<file path="src/rtl/seq_div_16.sv">
// seq_div_16: multi-cycle restoring shift-subtract divider, one quotient bit per clock.
// Optional feature macro DIV_SIGNED_EN selects two's-complement signed division (default unsigned).
module seq_div_16 #(
    parameter int WIDTH = 16
) (
    input  logic             clk,
    input  logic             rst,
    input  logic             start,
    input  logic [WIDTH-1:0] dividend,
    input  logic [WIDTH-1:0] divisor,
    output logic             busy,
    output logic             done,
    output logic [WIDTH-1:0] quotient,
    output logic [WIDTH-1:0] remainder,
    output logic             div_by_zero
);
    localparam int CNT_W = (WIDTH > 1) ? $clog2(WIDTH) : 1;
    localparam logic [CNT_W-1:0] LAST_CNT = CNT_W'(WIDTH - 1);

    typedef enum logic [1:0] {IDLE, RUN, DONE} state_t;
    state_t state, state_nxt;

    logic [CNT_W-1:0] cnt;
    logic [WIDTH-1:0] q_sh;
    logic [WIDTH-1:0] dvsr;
    // The partial remainder only reaches WIDTH bits on the final iteration,
    // so the stored copy drops its MSB; the full value goes straight to the output.
    logic [WIDTH-2:0] r_acc;
    logic [WIDTH-1:0] r_shift;
    logic [WIDTH-1:0] r_next;
    logic [WIDTH-1:0] q_next;
    logic [WIDTH:0]   diff;
    logic             accept;
    logic             accept_dbz;
    logic             last_iter;

`ifdef DIV_SIGNED_EN
    localparam logic [WIDTH-1:0] ONE = WIDTH'(1);

    logic neg_q;
    logic neg_r;

    function automatic logic [WIDTH-1:0] negate(input logic [WIDTH-1:0] v);
        return ~v + ONE;
    endfunction

    function automatic logic [WIDTH-1:0] magnitude(input logic signed [WIDTH-1:0] v);
        logic [WIDTH-1:0] u;
        u = v;
        return u[WIDTH-1] ? negate(u) : u;
    endfunction

    function automatic logic [WIDTH-1:0] apply_sign(input logic [WIDTH-1:0] v, input logic neg);
        return neg ? negate(v) : v;
    endfunction
`endif

    assign accept     = start && (state != RUN);
    assign accept_dbz = accept && (divisor == '0);
    assign last_iter  = (state == RUN) && (cnt == LAST_CNT);
    assign busy       = (state == RUN);
    assign done       = (state == DONE);

    // One iteration: shift in the next dividend bit, trial-subtract as A + ~B + 1.
    always_comb begin
        r_shift = {r_acc, q_sh[WIDTH-1]};
        diff    = {1'b0, r_shift} + {1'b1, ~dvsr} + {{WIDTH{1'b0}}, 1'b1};
        if (!diff[WIDTH]) begin
            r_next = diff[WIDTH-1:0];
            q_next = {q_sh[WIDTH-2:0], 1'b1};
        end else begin
            r_next = r_shift;
            q_next = {q_sh[WIDTH-2:0], 1'b0};
        end
    end

    always_comb begin
        state_nxt = state;
        case (state)
            IDLE, DONE: begin
                if (accept) begin
                    state_nxt = accept_dbz ? DONE : RUN;
                end else if (state == DONE) begin
                    state_nxt = IDLE;
                end
            end
            RUN: begin
                if (last_iter) begin
                    state_nxt = DONE;
                end
            end
            default: state_nxt = IDLE;
        endcase
    end

    always_ff @(posedge clk or posedge rst) begin
        if (rst) begin
            state <= IDLE;
        end else begin
            state <= state_nxt;
        end
    end

    // Control and visible results: cleared by reset, results written only on DONE entry.
    always_ff @(posedge clk or posedge rst) begin
        if (rst) begin
            cnt         <= '0;
            quotient    <= '0;
            remainder   <= '0;
            div_by_zero <= 1'b0;
        end else begin
            if (accept) begin
                cnt <= '0;
            end else if (state == RUN) begin
                cnt <= cnt + CNT_W'(1);
            end

            if (accept_dbz) begin
                quotient    <= '1;
                remainder   <= dividend;
                div_by_zero <= 1'b1;
            end else if (accept) begin
                div_by_zero <= 1'b0;
            end else if (last_iter) begin
`ifdef DIV_SIGNED_EN
                quotient  <= apply_sign(q_next, neg_q);
                remainder <= apply_sign(r_next, neg_r);
`else
                quotient  <= q_next;
                remainder <= r_next;
`endif
            end
        end
    end

    // Working datapath registers need no reset: they are always loaded before use.
    always_ff @(posedge clk) begin
        if (accept && !accept_dbz) begin
            r_acc <= '0;
`ifdef DIV_SIGNED_EN
            q_sh  <= magnitude(dividend);
            dvsr  <= magnitude(divisor);
            neg_q <= dividend[WIDTH-1] ^ divisor[WIDTH-1];
            neg_r <= dividend[WIDTH-1];
`else
            q_sh  <= dividend;
            dvsr  <= divisor;
`endif
        end else if (state == RUN) begin
            r_acc <= r_next[WIDTH-2:0];
            q_sh  <= q_next;
        end
    end

endmodule

</file>
<file path="config.mk">
export PLATFORM = sky130hd
export DESIGN_NAME = seq_div_16
export DESIGN_NICKNAME = d
export VERILOG_FILES = /design/src/rtl/seq_div_16.sv
export SDC_FILE = /design/constraint.sdc
export NUM_CORES = 1
export LEC_CHECK = 0
export BUFFER_PORTS_ARGS = -buffer_cell sky130_fd_sc_hd__clkbuf_2
export CORE_ASPECT_RATIO = 1.1
export CORE_MARGIN = 5
export CORE_UTILIZATION = 57
export CTS_CLUSTER_DIAMETER = 120
export CTS_CLUSTER_SIZE = 12
export DETAILED_ROUTE_END_ITERATION = 8
export GPL_ROUTABILITY_DRIVEN = 0
export PLACE_DENSITY_LB_ADDON = 0.08
export SYNTH_ARGS = -nofsm -noshare
export SYNTH_HDL_FRONTEND = slang
export SYNTH_SLANG_ARGS = --single-unit
</file>
<file path="constraint.sdc">
create_clock -name clk -period 3 [get_ports clk]
set_input_delay 0.45 -clock clk [delete_from_list [all_inputs] [get_ports clk]]
set_output_delay 0.45 -clock clk [all_outputs]
set_load 0.005 [all_outputs]
</file>
Word level (Yosys, flattened, before mapping)
Cells that the tools add are included.
{"block": "classes", "multipliers": 0, "n_reduce_logical": 14, "n_div": 0, "magnitude_cmp": 0, "addsub": 3, "n_shift": 0, "bitwise": 1, "n_eq_ne": 7, "n_mux": 19}
{"operator": "$mux 16", "n": 9}
{"operator": "$add 16x17->17", "n": 1}
{"operator": "$add 17x1->17 const B", "n": 1}
{"operator": "$logic_not 16->1", "n": 1}
{"operator": "$not 16->16", "n": 1}
{"operator": "$mux 2", "n": 4}
{"operator": "$mux 4", "n": 2}
{"operator": "$reduce_bool 2->1", "n": 4}
{"operator": "$ne 2x1->1 const B", "n": 3}
{"operator": "$add 4x1->4 const B", "n": 1}
{"operator": "$eq 4x4->1 const B", "n": 1}
{"operator": "$logic_and 1x1->1", "n": 4}
{"operator": "$pmux 2 s2", "n": 1}
{"operator": "$reduce_and 2->1", "n": 2}
{"operator": "$mux 1", "n": 3}
{"operator": "$ne 3x3->1 const B", "n": 1}
{"operator": "$eq 2x1->1 const B", "n": 1}
{"operator": "$eq 2x2->1 const B", "n": 1}
{"operator": "$logic_not 2->1", "n": 1}
{"operator": "$reduce_or 2->1", "n": 1}
{"operator": "$logic_not 1->1", "n": 1}
{"block": "word_totals", "in_bits": 35, "latchBits": 0, "output_inout_bits": 35, "regBits": 86, "elab_cells": 52, "mem_count": 0, "mem_bits_ro": 0, "ram_bits": 0}

Logic depth before layout (Yosys ltp)
Gate-level depths: netlist of the first run.
{"block": "depth", "depth_word": 7, "depth_mapped": 12, "mapped_depth_nobuf": 10}

Worst setup path before layout of the first run
No wires, ideal clock.
{"block": "synth_path", "kind": "register to register", "start": "register dvsr[13]", "end": "register q_sh[0] (data pin)", "path_buffers": 3, "period_less_slack_ns": 2.304, "setup_ns": 0.260, "arrival_time_ns": 2.044, "slack_ns": 0.696, "t_required_ns": 2.740, "path_stages_with_launch": 11, "path_cell_list": "edfxtp_1 -> inv_1 -> ha_1 -> buf_6 -> a21o_1 -> a311oi_2 -> o21ai_2 -> a21o_1 -> buf_6 -> buf_8 -> mux2_2"}
{"block": "synth_via", "elab_chain_len": 6}
{"element": "start: declaration", "line": "25", "text": "logic [WIDTH-1:0] dvsr;"}
{"element": "start signal: assignment", "line": "147", "text": "dvsr <= divisor;"}
{"element": "$not 16->16", "line": "67", "text": "diff = {1'b0, r_shift} + {1'b1, ~dvsr} + {{WIDTH{1'b0}}, 1'b1};"}
{"element": "$add 16x17->17", "line": "67"}
{"element": "$add 17x1->17", "line": "67"}
{"element": "$mux 1", "line": "68", "text": "if (!diff[WIDTH]) begin"}
{"element": "$mux 16", "line": "149", "text": "end else if (state == RUN) begin"}
{"element": "$mux 16", "line": "138", "text": "if (accept && !accept_dbz) begin"}
{"element": "end signal: assignment", "line": "146", "text": "q_sh <= dividend;"}
{"element": "end signal: assignment", "line": "151", "text": "q_sh <= q_next;"}
{"element": "end: declaration", "line": "24", "text": "logic [WIDTH-1:0] q_sh;"}
Every way passes these cells. The select of a mux whose other input is x is not followed.
A chain may end at the register's enable or synchronous reset.

Worst setup path in the final report of the first run
{"block": "layout_path", "start": "register dvsr[13]", "end": "register remainder[7]"}
{"block": "layout_via", "elab_chain_len": 7}
{"element": "$not 16->16", "line": "67"}
{"element": "$add 16x17->17", "line": "67"}
{"element": "$add 17x1->17", "line": "67"}
{"element": "$mux 16", "line": "68"}
{"element": "$mux 16", "line": "124", "text": "end else if (last_iter) begin"}
{"element": "$mux 16", "line": "122", "text": "end else if (accept) begin"}
{"element": "$mux 16", "line": "118", "text": "if (accept_dbz) begin"}
{"element": "end signal: assignment", "line": "120", "text": "remainder <= dividend;"}
{"element": "end signal: assignment", "line": "130", "text": "remainder <= r_next;"}
{"element": "end: declaration", "line": "14", "text": "output logic [WIDTH-1:0] remainder,"}
Every way passes these cells. The select of a mux whose other input is x is not followed.

==> flow_metrics.env, run 1 <==
export IMPL_syn_to_final_growth_pct=13.90
export IMPL_antenna_found_initial=0
export IMPL_port_buffers=69
export IMPL_crit_type="reg -> reg"
export IMPL_layout_commonest_cell="clkbuf_2"
export IMPL_die_height_um=102.3
export IMPL_initial_core_util_pct=58.71
export IMPL_netlist_instances=435
export IMPL_layout_common_cells="69 x clkbuf_2, 46 x nand2_1, 43 x nor2_1, 39 x dfrtp_1, 36 x a21oi_1"
export IMPL_syn_area_um2=4412
export IMPL_cts_tree="done"
export IMPL_wl_met1_um=4428
export IMPL_rsz0062_at_grt="false"
export IMPL_fmax_mhz=376.9
export IMPL_yosysWarnings=0
export IMPL_relSlewSlack_pct=44.54
export IMPL_holdBufCountCts=0
export IMPL_final_core_util_pct=66.87
export IMPL_clock_sinks=86
export IMPL_core_area_um2=7515
export IMPL_cts_resized=0
export IMPL_grt_max_degree=40
export IMPL_top_layer_used="met4"
export IMPL_clk_latency_ps=360
export IMPL_cts_buffers=9
export IMPL_p_sw_uw=2290
export IMPL_clockBufferDepth=2
export IMPL_crit_slowest_cell="a21oi_1"
export IMPL_tightest_slew_ps=832.0
export IMPL_grt_pass1_vias=3299
export IMPL_met3_length_um=715
export IMPL_ir_worst_vdd_uv=491.9
export IMPL_clock_skew_ps=12.31
export IMPL_seq_power_share_pct=37.8
export IMPL_htreeDepth=3
export IMPL_drtPass1Iterations=5
export IMPL_synth_main_ff_cell="dfrtp_1"
export IMPL_hold_class="in -> async"
export IMPL_hpwl_um=7250
export IMPL_dp_slack_ps=366.0
export IMPL_tns_ps=0
export IMPL_grt_pass1_wl_um=16210
export IMPL_synth_avg_cell_area_um2=10.14
export IMPL_met2_length_um=4494
export IMPL_finalSetupViolCount=0
export IMPL_arrival_ps=2930
export IMPL_synth_edf_count=32
export IMPL_rows=33
export IMPL_ioPinCount=70
export IMPL_ys_types=56
export IMPL_clk_pin_slew_ps=90
export IMPL_antenna_left=0
export IMPL_max_stage_delay_ps=660
export IMPL_finalPower_uw=5623
export IMPL_worstSetupStartpointType="flip-flop"
export IMPL_ys_seq_area_share_pct=50.71
export IMPL_min_period_ps=2653
export IMPL_drive_gt1_share_pct=26.28
export IMPL_fin_ws_ps=346.7
export IMPL_drv_slew=0
export IMPL_crit_path_max_fanout=11
export IMPL_power_density_nw_per_um2=1119
export IMPL_hold_viol_final=0
export IMPL_post_drt_wl_per_cell_um=15.98
export IMPL_reg2reg_depth=9
export IMPL_end_kind="flip-flop"
export IMPL_post_cts_buffers=0
export IMPL_vias=3441
export IMPL_via_per_inst=5.632
export IMPL_synth_seq_cells=86
export IMPL_synth_nets=488
export IMPL_track_usage_pct=21.58
export IMPL_swShare_pct=40.73
export IMPL_maxCapViolCount=0
export IMPL_drt_iter0_drc=231
export IMPL_worstPathRequired_ps=3280
export IMPL_path_cells="inv_1 > ha_1 > a21o_1 > a311oi_2 > o21ai_2 > a21oi_1 > nand2_1 > o31a_1 > o211ai_1"
export IMPL_die_area_um2=9601
export IMPL_antenna_cells=0
export IMPL_drc=0
export IMPL_die_w_um=93.88
export IMPL_p_comb_share_pct=48.8
export IMPL_clkPwrFrac_pct=13.4
export IMPL_p_leak_uw=0.002154
export IMPL_grt_overflow=0
export IMPL_synthArstFlopShare_pct=45.35
export IMPL_cts_root_buf="clkbuf_8"
export IMPL_fin_crit_sh_pct=88.44
export IMPL_status="completed"
export IMPL_wl_um=9762
export IMPL_final_net_count=554
export IMPL_p_int_uw=3333
-- metal layers --
metal / GRT usage, % / vias up
li1: - / 1687
met2: 35.01 / 124
met1: 29.71 / 1619
met4: 7.444 / 0
met5: 0 / -
met3: 3.387 / 11
-- cell usage after synthesis (5+ instances only) --
master | number | area share [%]
dfrtp_1 | 39 | 22
edfxtp_1 | 32 | 22
ha_1 | 17 | 4.8
xnor2_1 | 6 | 1.2
a21oi_1 | 36 | 4.1
o211ai_1 | 8 | 1.4
o22ai_1 | 13 | 1.8
o21ai_2 | 5 | 0.99
dfxtp_1 | 15 | 6.8
a31oi_1 | 5 | 0.71
mux2i_1 | 6 | 1.4
buf_2 | 5 | 0.57
nand2_1 | 46 | 3.9
o21ai_0 | 17 | 1.9
mux2_2 | 16 | 4.1
clkbuf_1 | 12 | 1.0
nor2_1 | 43 | 3.7
inv_1 | 24 | 2.0
nand3_1 | 15 | 1.7
-- sequential cells by signal, summed over array words and instances (netlist names) --
register     cells
remainder       16
r_acc           15
dvsr            16
quotient        16
div_by_zero      1
q_sh            16
cnt              4
state            2
-- layout make-up --
cell class / count / area, um^2
fill: 634 / 2490
sequential: 86 / 2237
multi-input combinational: 300 / 1962
timing repair buffer: 79 / 420.4
tap: 105 / 131.4
clock buffer: 9 / 123.9
inverter: 25 / 93.84
clock inverter: 7 / 56.30
-- through the flow --
step / hold WS [ps] / area, um^2 / instances
after floorplan: 451.2 / 4412 / 435
after CTS: 184.2 / 5025 / 611
after global placement: 472.6 / 4845 / 595
after global routing: 215.2 / 5025 / 611
final: 173.8 / 5025 / 611
after detailed placement: 488.8 / 4845 / 595
-- critical path, delay by kind of cell (launching register included) --
kind	cells	cell delay, ps
AOI/OAI and AO/OA	6	1690
adders and majority gates	1	400
buffers and inverters	1	40
DFF	1	330
and+or+nand+nor	1	120
-- path summary, 6_finish.rpt --
kind,end,startpoint,slack [ps]
setup / recovery,remainder[7]$_DFFE_PP0P_,dvsr[13]$_DFFE_PN_,350
hold / removal,quotient[12]$_DFFE_PP0P_,rst,170
setup reg to reg,remainder[7]$_DFFE_PP0P_,dvsr[13]$_DFFE_PN_,350
hold reg to reg,cnt[3]$_DFFE_PP0P_,cnt[3]$_DFFE_PP0P_,510
max in group asynchronous,remainder[1]$_DFFE_PP0P_,rst,2480
min in group clk,dvsr[5]$_DFFE_PN_,divisor[5],280
-- logic make-up after synthesis --
group                    after synthesis  share of synthesized area [%]
adder cells (fa/ha/maj)               18                          5.275
buffers and inverters                 49                          4.991
multiplexers                          22                          5.445
XOR/XNOR                               9                          1.787
AO/OA/AOI/OAI                        116                          18.09
flip-flops                            86                          50.71
AND/OR/NAND/NOR                      135                          13.70
-- power by group through the flow --
stage          Sequential [uW]  Clock [uW]  Combinational (uW)
6_report                  2120         756                2740
5_1_grt                   2180         820                3060
4_1_cts                   2120         768                2750
3_5_place_dp              2140           0                2720
3_3_place_gp              2130           0                2650
2_1_floorplan             2070           0                2070
(Power assumes the default switching activity.)
==> inputs of run 2 (changes only) <==
Settings changed: CORE_MARGIN 5 to not set.
Clock period 3 ns to 2.5 ns, I/O delays scaled along.
==> flow_metrics.env, run 2 (synthesis results as in run 1) <==
export IMPL_relSlewSlack_pct=65.29
export IMPL_worstSetupStartpointType="flip-flop"
export IMPL_clk_pin_slew_ps=90
export IMPL_layout_commonest_cell="clkbuf_2"
export IMPL_fin_ws_ps=62.15
export IMPL_rows=33
export IMPL_die_height_um=94.27
export IMPL_hpwl_um=6957
export IMPL_vias=3416
export IMPL_final_core_util_pct=69.01
export IMPL_post_drt_wl_per_cell_um=15.22
export IMPL_max_stage_delay_ps=410
export IMPL_port_buffers=69
export IMPL_grt_pass1_wl_um=15450
export IMPL_die_w_um=85.88
export IMPL_hold_viol_final=0
export IMPL_antenna_found_initial=0
export IMPL_htreeDepth=3
export IMPL_grt_pass1_vias=3160
export IMPL_drt_iter0_drc=174
export IMPL_ir_worst_vdd_uv=555.1
export IMPL_dp_slack_ps=-26.42
export IMPL_fmax_mhz=410.2
export IMPL_cts_buffers=9
export IMPL_layout_common_cells="69 x clkbuf_2, 46 x nand2_1, 43 x nor2_1, 39 x dfrtp_1, 34 x a21oi_1"
export IMPL_drive_gt1_share_pct=27.88
export IMPL_drv_slew=0
export IMPL_holdBufCountCts=0
export IMPL_clk_latency_ps=360
export IMPL_fin_crit_sh_pct=97.51
export IMPL_grt_overflow=0
export IMPL_min_period_ps=2438
export IMPL_arrival_ps=2670
export IMPL_drc=0
export IMPL_cts_root_buf="clkbuf_8"
export IMPL_antenna_left=0
export IMPL_crit_slowest_cell="fa_1"
export IMPL_power_density_nw_per_um2=1362
export IMPL_core_area_um2=7473
export IMPL_grt_max_degree=40
export IMPL_finalSetupViolCount=0
export IMPL_antenna_cells=0
export IMPL_via_per_inst=5.528
export IMPL_maxCapViolCount=0
export IMPL_crit_path_max_fanout=11
export IMPL_tightest_slew_ps=519.6
export IMPL_p_leak_uw=0.002212
export IMPL_cts_tree="done"
export IMPL_final_net_count=561
export IMPL_end_kind="flip-flop"
export IMPL_final_area_um2=5157
export IMPL_crit_type="reg -> reg"
export IMPL_initial_core_util_pct=59.03
export IMPL_ioPinCount=70
export IMPL_path_cells="inv_1 > ha_1 > fa_1 > nand2b_1 > a21oi_2 > o21a_1 > a21o_1 > buf_12 > mux2i_1 > o22ai_1"
export IMPL_track_usage_pct=25.08
export IMPL_drtPass1Iterations=4
export IMPL_syn_to_final_growth_pct=16.90
export IMPL_worstPathRequired_ps=2730
export IMPL_rsz0062_at_grt="true"
export IMPL_clockBufferDepth=2
export IMPL_post_dp_cell_area_um2=4915
export IMPL_wl_um=9407
export IMPL_clock_skew_ps=16.98
export IMPL_die_area_um2=8096
export IMPL_clock_sinks=86
export IMPL_hold_class="in -> async"
export IMPL_status="completed"
[run 2: what timing repair did]
action	in CTS	in global routing
endpoints found under the hold margin	0	0
setup buffers	0	1
resized for setup	1	4
pin swaps	0	4
endpoints found under the setup margin	4	12
[run 2: final timing paths]
path	startpoint	endpoint	slack [ps]	cells after the start
max	q_sh[15]$_DFFE_PP_	r_acc[11]$_SDFFE_PN0P_	60	10
min	rst	quotient[12]$_DFFE_PP0P_	110	3
max reg2reg	q_sh[15]$_DFFE_PP_	r_acc[11]$_SDFFE_PN0P_	60	10
min reg2reg	cnt[3]$_DFFE_PP0P_	cnt[3]$_DFFE_PP0P_	500	1
max in group asynchronous	rst	remainder[2]$_DFFE_PP0P_	2030	3
min in group clk	divisor[12]	dvsr[12]$_DFFE_PN_	210	1
[run 2: cell type report]
type,instances,area [um^2]
Multi-Input combinational cell,300,1979
Fill cell,573,2316
Clock inverter,5,65.06
Inverter,25,93.84
Sequential cell,86,2237
Timing Repair Buffer,86,498.0
Tap cell,105,131.4
Clock buffer,11,152.6
[run 2: critical path, delay by kind of cell, from the launching register on]
kind	cells	cell delay, ps
and+or+nand+nor	1	200
muxes	1	240
AOI/OAI and AO/OA	4	690
adders and majority gates	2	620
DFF	1	370
buffers and inverters	2	210
[run 2: metrics by stage]
step | std cells | total power (uW) | TNS, ps | hold WS (ps)
after floorplan | 435 | 4970 | 0 | 451.2
after global routing | 618 | 7565 | -253.4 | 166.7
final | 618 | 7026 | 0 | 106.2
after global placement | 601 | 5809 | 0 | 468.3
after detailed placement | 601 | 5912 | -81.91 | 492.0
after CTS | 617 | 6989 | 0 | 120.3
[run 2: power breakdown]
group	internal, uW	switching (uW)
logic	1580	1810
registers	2160	405
clock network	534	535
[run 2: per-layer routing]
metal	up-vias	global-route usage, %	wire, um
met5	-	0	0
met4	0	7.500	91
met3	10	4.833	487
met2	108	38.29	4306
met1	1600	36.14	4521
li1	1698	-	-
